### src/rtl/uart_receive.sv
// uart_receive: recovers 8N1/8N2 bytes from an asynchronous serial line
//   Clk          in   system clock, rising edge
//   reset_n      in   asynchronous active-low reset
//   Serial       in   raw RX line, idle high
//   Data         out  [7:0] last correctly framed byte, held until the next good frame
//   Receive_Done out  one-cycle pulse, Data updated this cycle
//   Frame_Error  out  one-cycle pulse, stop bit sampled low
//   Busy         out  high from start-bit detection until return to IDLE
module uart_receive #(
  parameter int ClkFreq = 50000000,
  parameter int B_Rate  = 9600
) (
  input  logic       Clk,
  input  logic       reset_n,
  input  logic       Serial,
  output logic [7:0] Data,
  output logic       Receive_Done,
  output logic       Frame_Error,
  output logic       Busy
);
  localparam int CLKS_PER_BIT = ClkFreq / B_Rate;
  localparam logic [31:0] LAST = 32'(CLKS_PER_BIT - 1);
  localparam logic [31:0] HALF = 32'((CLKS_PER_BIT - 1) / 2);
  typedef enum logic [2:0] {IDLE, START, DATA, STOP, BRK} state_t;
  state_t      state_q, state_d;
  logic        rx_m_q, rx_s_q;
  logic [31:0] clk_count_q, clk_count_d;
  logic [2:0]  bit_idx_q, bit_idx_d;
  logic [7:0]  shift_q, shift_d;
  logic [7:0]  data_q, data_d;
  logic        done_q, done_d;
  logic        ferr_q, ferr_d;
  logic        busy_q, busy_d;
  always_comb begin
    state_d     = state_q;
    clk_count_d = clk_count_q;
    bit_idx_d   = bit_idx_q;
    shift_d     = shift_q;
    data_d      = data_q;
    done_d      = 1'b0;
    ferr_d      = 1'b0;
    case (state_q)
      IDLE: begin
        clk_count_d = '0;
        if (!rx_s_q) state_d = START;
      end
      START: begin
        if (clk_count_q == HALF) begin
          clk_count_d = '0;
          bit_idx_d   = '0;
          // a line that is high again at mid start bit was only a glitch
          state_d     = rx_s_q ? IDLE : DATA;
        end else begin
          clk_count_d = clk_count_q + 32'd1;
        end
      end
      DATA: begin
        if (clk_count_q == LAST) begin
          clk_count_d        = '0;
          shift_d[bit_idx_q] = rx_s_q;
          bit_idx_d          = bit_idx_q + 3'd1;
          if (bit_idx_q == 3'd7) state_d = STOP;
        end else begin
          clk_count_d = clk_count_q + 32'd1;
        end
      end
      STOP: begin
        if (clk_count_q == LAST) begin
          clk_count_d = '0;
          data_d      = rx_s_q ? shift_q : data_q;
          done_d      = rx_s_q;
          ferr_d      = !rx_s_q;
          state_d     = rx_s_q ? IDLE : BRK;
        end else begin
          clk_count_d = clk_count_q + 32'd1;
        end
      end
      BRK: begin
        // a held-low line reports one error, then waits for release
        clk_count_d = '0;
        if (rx_s_q) state_d = IDLE;
      end
      default: begin
        clk_count_d = '0;
        state_d     = IDLE;
      end
    endcase
    busy_d = (state_d != IDLE);
  end
  always_ff @(posedge Clk or negedge reset_n) begin
    if (!reset_n) begin
      rx_m_q      <= 1'b1;
      rx_s_q      <= 1'b1;
      state_q     <= IDLE;
      clk_count_q <= '0;
      bit_idx_q   <= '0;
      shift_q     <= '0;
      data_q      <= '0;
      done_q      <= 1'b0;
      ferr_q      <= 1'b0;
      busy_q      <= 1'b0;
    end else begin
      rx_m_q      <= Serial;
      rx_s_q      <= rx_m_q;
      state_q     <= state_d;
      clk_count_q <= clk_count_d;
      bit_idx_q   <= bit_idx_d;
      shift_q     <= shift_d;
      data_q      <= data_d;
      done_q      <= done_d;
      ferr_q      <= ferr_d;
      busy_q      <= busy_d;
    end
  end
  assign Data         = data_q;
  assign Receive_Done = done_q;
  assign Frame_Error  = ferr_q;
  assign Busy         = busy_q;
endmodule

### config.mk
export PLATFORM = sky130hd
export DESIGN_NAME = uart_receive
export DESIGN_NICKNAME = d
export VERILOG_FILES = /design/src/rtl/uart_receive.sv
export SDC_FILE = /design/constraint.sdc
export NUM_CORES = 1
export LEC_CHECK = 0
export BUFFER_PORTS_ARGS = -buffer_cell sky130_fd_sc_hd__buf_4
export CAP_MARGIN = 40
export CELL_PAD_IN_SITES_DETAIL_PLACEMENT = 1
export CELL_PAD_IN_SITES_GLOBAL_PLACEMENT = 2
export CORE_ASPECT_RATIO = 0.5
export CORE_MARGIN = 8
export CORE_UTILIZATION = 36
export DETAILED_ROUTE_END_ITERATION = 8
export GPL_TIMING_DRIVEN = 0
export PLACE_DENSITY_LB_ADDON = 0.1
export SYNTH_ARGS = -nofsm -noshare
export SYNTH_HDL_FRONTEND = slang
export SYNTH_SLANG_ARGS = --single-unit
### constraint.sdc
create_clock -name Clk -period 2 [get_ports Clk]
set_input_delay 0 -clock Clk [delete_from_list [all_inputs] [get_ports Clk]]
set_output_delay 0 -clock Clk [all_outputs]
set_load 0.005 [all_outputs]
After elaboration in Yosys (flattened, before gate mapping)

Index checks and enable logic that the tools add are counted.

Output and inout port bits: 11
Word-level logic and storage cells: 54
Register bits after elaboration: 59

Mux-type cells: 22
Equality and inequality tests: 9
Reduce and logical (&&, ||, !) cells: 9
$lt $le $gt $ge: 2
$add $sub $neg: 2

Operators by type and width:

| operator                                                                     | count |
|---|---|
| 32-bit 2-to-1 mux                                                            | 2 |
| 32-bit one-hot mux with 2 select lines                                       | 1 |
| 32-bit by 1-bit adder with 32-bit output, second input constant              | 1 |
| 32-bit by 12-bit == test with 1-bit output, second input constant            | 1 |
| 32-bit by 13-bit == test with 1-bit output, second input constant            | 1 |
| 3-bit 2-to-1 mux                                                             | 9 |
| 3-bit one-hot mux with 5 select lines                                        | 1 |
| 8-bit bitwise mux                                                            | 1 |
| 3-bit by 2-bit == test with 1-bit output, second input constant              | 2 |
| 3-bit == test, second input constant                                         | 2 |
| 3-bit one-hot mux with 2 select lines                                        | 1 |
| 3-bit AND reduction                                                          | 2 |
| 1-bit 2-to-1 mux                                                             | 5 |
| 3-bit by 4-bit less-than comparator with 1-bit output, second input constant | 1 |
| 2-bit inequality test, second input constant                                 | 2 |
| 3-bit by 1-bit adder with 3-bit output, second input constant                | 1 |
| 1-bit demux with 3-bit select                                                | 1 |
| 3-bit by 1-bit == test with 1-bit output, second input constant              | 1 |
| 3-bit by 1-bit >= comparator with 1-bit output, second input constant        | 1 |
| 3-bit logical NOT                                                            | 1 |
| 3-bit nonzero test                                                           | 1 |
| 2-bit 2-to-1 mux                                                             | 1 |
| 2-bit AND reduction                                                          | 1 |
| 2-bit nonzero test                                                           | 1 |
| other kinds (3)                                                              | 3 |

Longest topological paths before layout

Depth after elaboration: 5
Depth in mapped cells: 8

Worst setup path before layout

Ideal clock, no wire load.

Path kind: register to register
From: reg clk_count_q[16]
To: reg data_q[1], in the netlist Data[1]
Path buffers: 0
Arrival time: 2.027 ns
Stages on the path, launching flop included: 7
Slack: -0.151 ns
Clock period less this slack: 2.151 ns
Cell sequence: dfrtp_1 or4_4 nand2b_4 nor3_4 nand3_2 nor2_8 mux2_2

Longest elaborated chain between the ends: 2

RTL lines:

| what                                       | RTL line | RTL |
|---|---|---|
| start: declaration                         | 27       | `logic [31:0] clk_count_q, clk_count_d;` |
| start signal: assignment                   | 106      | `clk_count_q <= clk_count_d;` |
| 32-bit by 13-bit == test with 1-bit output | 68       | `if (clk_count_q == LAST) begin` |
| 3-bit AND reduction (no source line)       | --       |  |
| end signal: assignment                     | 109      | `data_q <= data_d;` |
| end: declaration                           | 30       | `logic [7:0] data_q, data_d;` |

Every way passes these cells.
A chain may end at the register's enable or synchronous reset.

Final worst setup path

From: reg clk_count_q[16]
To: reg shift_q[6]

Longest elaborated chain between the ends: 2

RTL lines:

| what                                       | RTL line | RTL |
|---|---|---|
| 32-bit by 13-bit == test with 1-bit output | 58       | `if (clk_count_q == LAST) begin` |
| 2-bit AND reduction (no source line)       | --       |  |
| end signal: assignment                     | 108      | `shift_q <= shift_d;` |
| end: declaration                           | 29       | `logic [7:0] shift_q, shift_d;` |

Every way passes these cells.

==> flow_metrics.py <==
metrics = {
    "drt": {
        "wl_mm": 7.465,
        "ant_nets": 0,
        "drtIter0Drc": 75,
        "dr.pass1.iters": 4,
        "vias": 2191,
        "via_per_inst": 4.968,
        "drc": 0,
        "avgRoutedWirePerCell_um": 16.93,
    },
    "critical_path": {
        "cp-end-kind": "flip-flop",
        "arrival_ns": 2.45,
        "crit_family": "simple AND/OR/NAND/NOR gates",
        "critPathMaxFanout": 5,
        "critical_path_class": "flip-flop to flip-flop",
        "required_ns": 2.21,
        "cp_slowest_cell": "or4_4",
        "critical_path_buf_inv_count": 1,
        "max_stage_delay_ns": 0.54,
        "startpoint_type": "flip-flop",
        "crit_chain": "or4_4 > nand2b_4 > or2_4 > a2111oi_4 > buf_6 > nand2_2 > mux2_4",
        "r2r_slack_ns": -0.24,
    },
    "cts": {
        "clk_pin_slew_ns": 0.05,
        "cts_inserted_buffers": 9,
        "cts_tree": "done",
        "cts_max_path_buffers": 2,
        "insertion_delay_ns": 0.33,
        "clockRootBuffer": "clkbuf_16",
        "cts_sinks": 59,
        "h-tree-depth": 3,
    },
    "global_route": {
        "grtUsageMet2": 0.2252,
        "grt_max_degree": 60,
        "gr-total-overflow": 0,
        "grt_pass1_wl_mm": 12.40,
        "use_met1": 0.1752,
        "grtUsageMet3": 0.04725,
        "grtUsageTotal": 0.1422,
        "antenna_found_initial": 0,
        "grt_pass1_vias": 2325,
        "grt_most_used_layer": "met2",
    },
    "finish": {
        "multi_input_area_um2": 1520,
        "syn_to_final_growth_pct": 39.23,
        "seq_area_um2": 1484,
        "drive_gt1_frac": 0.3495,
        "final_common_cell": "dfrtp_1",
        "antenna_cells_inserted": 0,
        "fill_cells": 858,
        "final_cells": 441,
        "final_cell_mix": "53 x dfrtp_1, 47 x nor2_1, 32 x buf_4",
        "layout.nets": 330,
        "final_area_um2": 3956,
    },
    "synthesis": {
        "synth_edf_count": 0,
        "async_flop_share": 1.000,
        "ys.flop_type": "dfrtp_1",
        "syn_area_per_cell_um2": 10.60,
        "syn_inst": 268,
        "syn_area_um2": 2841,
        "ys.warnings.count": 0,
        "ys_ff_latch": 59,
        "synth_nets": 274,
        "yosysSeqAreaShare": 0.5205,
        "synthDistinctLibCells": 49,
    },
    "sta": {
        "fin_hold_ws_ns": 0.2898,
        "rsz0062_at_grt": "true",
        "period_share": 1.122,
        "post-route-min-period_ns": 2.244,
        "setup_viol": 47,
        "fin_skew_ns": 0.005679,
        "worstMarginPinSlew_ns": 0.7975,
        "drv_slew": 0,
        "fmax_mhz": 445.7,
        "fin_ws_ns": -0.2437,
        "slew_headroom": 0.4683,
        "hold_viol": 0,
    },
    "die": {
        "io_pins": 14,
        "start_util": 0.3630,
        "die_w_um": 141.6,
        "die-area_um2": 11160,
        "rows": 23,
        "coreArea_um2": 7828,
        "fp.dieH_um": 78.82,
    },
    "outcome": {
        "status": "complete, but fails checks",
        "violations": "negative setup slack",
    },
    "power": {
        "power_density_nw_per_um2": 762.4,
        "power.share.clock": 0.589,
        "intPower_mw": 2.450,
        "peakVddDrop_uv": 400.5,
        "p_comb_frac": 0.013,
        "power_frac_seq": 0.398,
        "leakage_nw": 1.844,
        "sw_frac_of_total": 0.1876,
        "power_switching_mw": 0.5658,
    },
    "placement": {
        "gp_congestion": 0.7563,
        "dp_slack_ns": -0.6168,
        "place_area_um2": 3085,
        "dp_hpwl_mm": 4.429,
        "place_inst": 393,
        "portBuffers": 13,
    },
    "worst_hold_path": {
        "hp-class": "primary input to asynchronous set/reset pin",
    },
    "flow_run": {
        "maxCapViolations": 0,
    },
}
[path summary, 6_finish.rpt]
check                                  to            start  depth (start not counted)
min reg2reg                        rx_s_q           rx_m_q                          0
max reg2reg                    shift_q[6]  clk_count_q[16]                          7
min in group Clk                   rx_m_q           Serial                          2
min                           Frame_Error          reset_n                          2
max in group asynchronous  clk_count_q[5]          reset_n                          2
max                            shift_q[6]  clk_count_q[16]                          7
[power by group through the flow]
stage          clock network (mW)  registers (mW)  logic, mW
2_1_floorplan                   0            1.22    0.00431
3_3_place_gp                    0            1.22     0.0336
6_report                     1.78            1.20     0.0386
4_1_cts                      1.83            1.20     0.0401
5_1_grt                      1.87            1.20     0.0445
3_5_place_dp                    0            1.22     0.0346
[stage by stage]
stage | setup TNS, ns | utilization | total power [mW]
3_3_place_gp | -23.46 | 0.3942 | 1.253
5_1_grt | -13.74 | 0.5054 | 3.112
4_1_cts | -11.06 | 0.4867 | 3.067
3_5_place_dp | -26.80 | 0.3942 | 1.254
2_1_floorplan | -1.402 | - | 1.224
6_report | -7.280 | 0.5054 | 3.016
[area by class of cell]
| cell class | count | area share |
|---|---|---|
| clock inverter | 5 | 0.02530 |
| clock buffer | 11 | 0.06135 |
| inverter | 5 | 0.004744 |
| multi-input combinational | 198 | 0.3843 |
| tap | 112 | 0.03542 |
| timing repair buffer | 45 | 0.1031 |
| buffer | 6 | 0.01075 |
| sequential | 59 | 0.3751 |
[registers in the layout, indices dropped and copies added, names as in the netlist]
register      flops
clk_count_q      32
shift_q           8
Data              8
rx_s_q            1
rx_m_q            1
Busy              1
state_q           3
Receive_Done      1
bit_idx_q         3
Frame_Error       1
[synthesized netlist by cell type (3+ instances only)]
cell type,n,area (um2)
and3_1,4,25.02
buf_2,5,25.02
dfrtp_1,57,1426
ha_1,3,37.54
inv_1,5,18.77
mux2_1,5,56.30
mux2_2,7,78.83
nand2_1,27,101.4
nand3_1,12,60.06
nand4_1,12,75.07
nor2_1,50,187.7
nor4_1,5,31.28
o21ai_0,5,25.02
xnor2_1,10,87.58
xor2_1,20,175.2
[kinds of logic after synthesis]
| logic type | after synthesis | share of synthesized area |
|---|---|---|
| mux | 15 | 0.05988 |
| simple gates | 136 | 0.2572 |
| fa+ha+maj | 3 | 0.01321 |
| xor+xnor | 30 | 0.09247 |
| buf+inv | 12 | 0.01805 |
| compound gates | 13 | 0.03875 |
| flops | 59 | 0.5205 |
[per-layer routing]
layer,share of wire,vias to the layer above
li1,-,1034
met1,0.47,1107
met2,0.47,36
met3,0.039,14
met4,0.018,0
met5,0,-
[what timing repair did]
action,CTS,global route
setup endpoints to repair,56,56
hold buffers,2,0
pin swaps,12,11
gates resized for setup,47,26
endpoints found under the hold margin,58,0
cloned,4,0
setup buffers,19,9
Power figures use the tool's default switching activity.
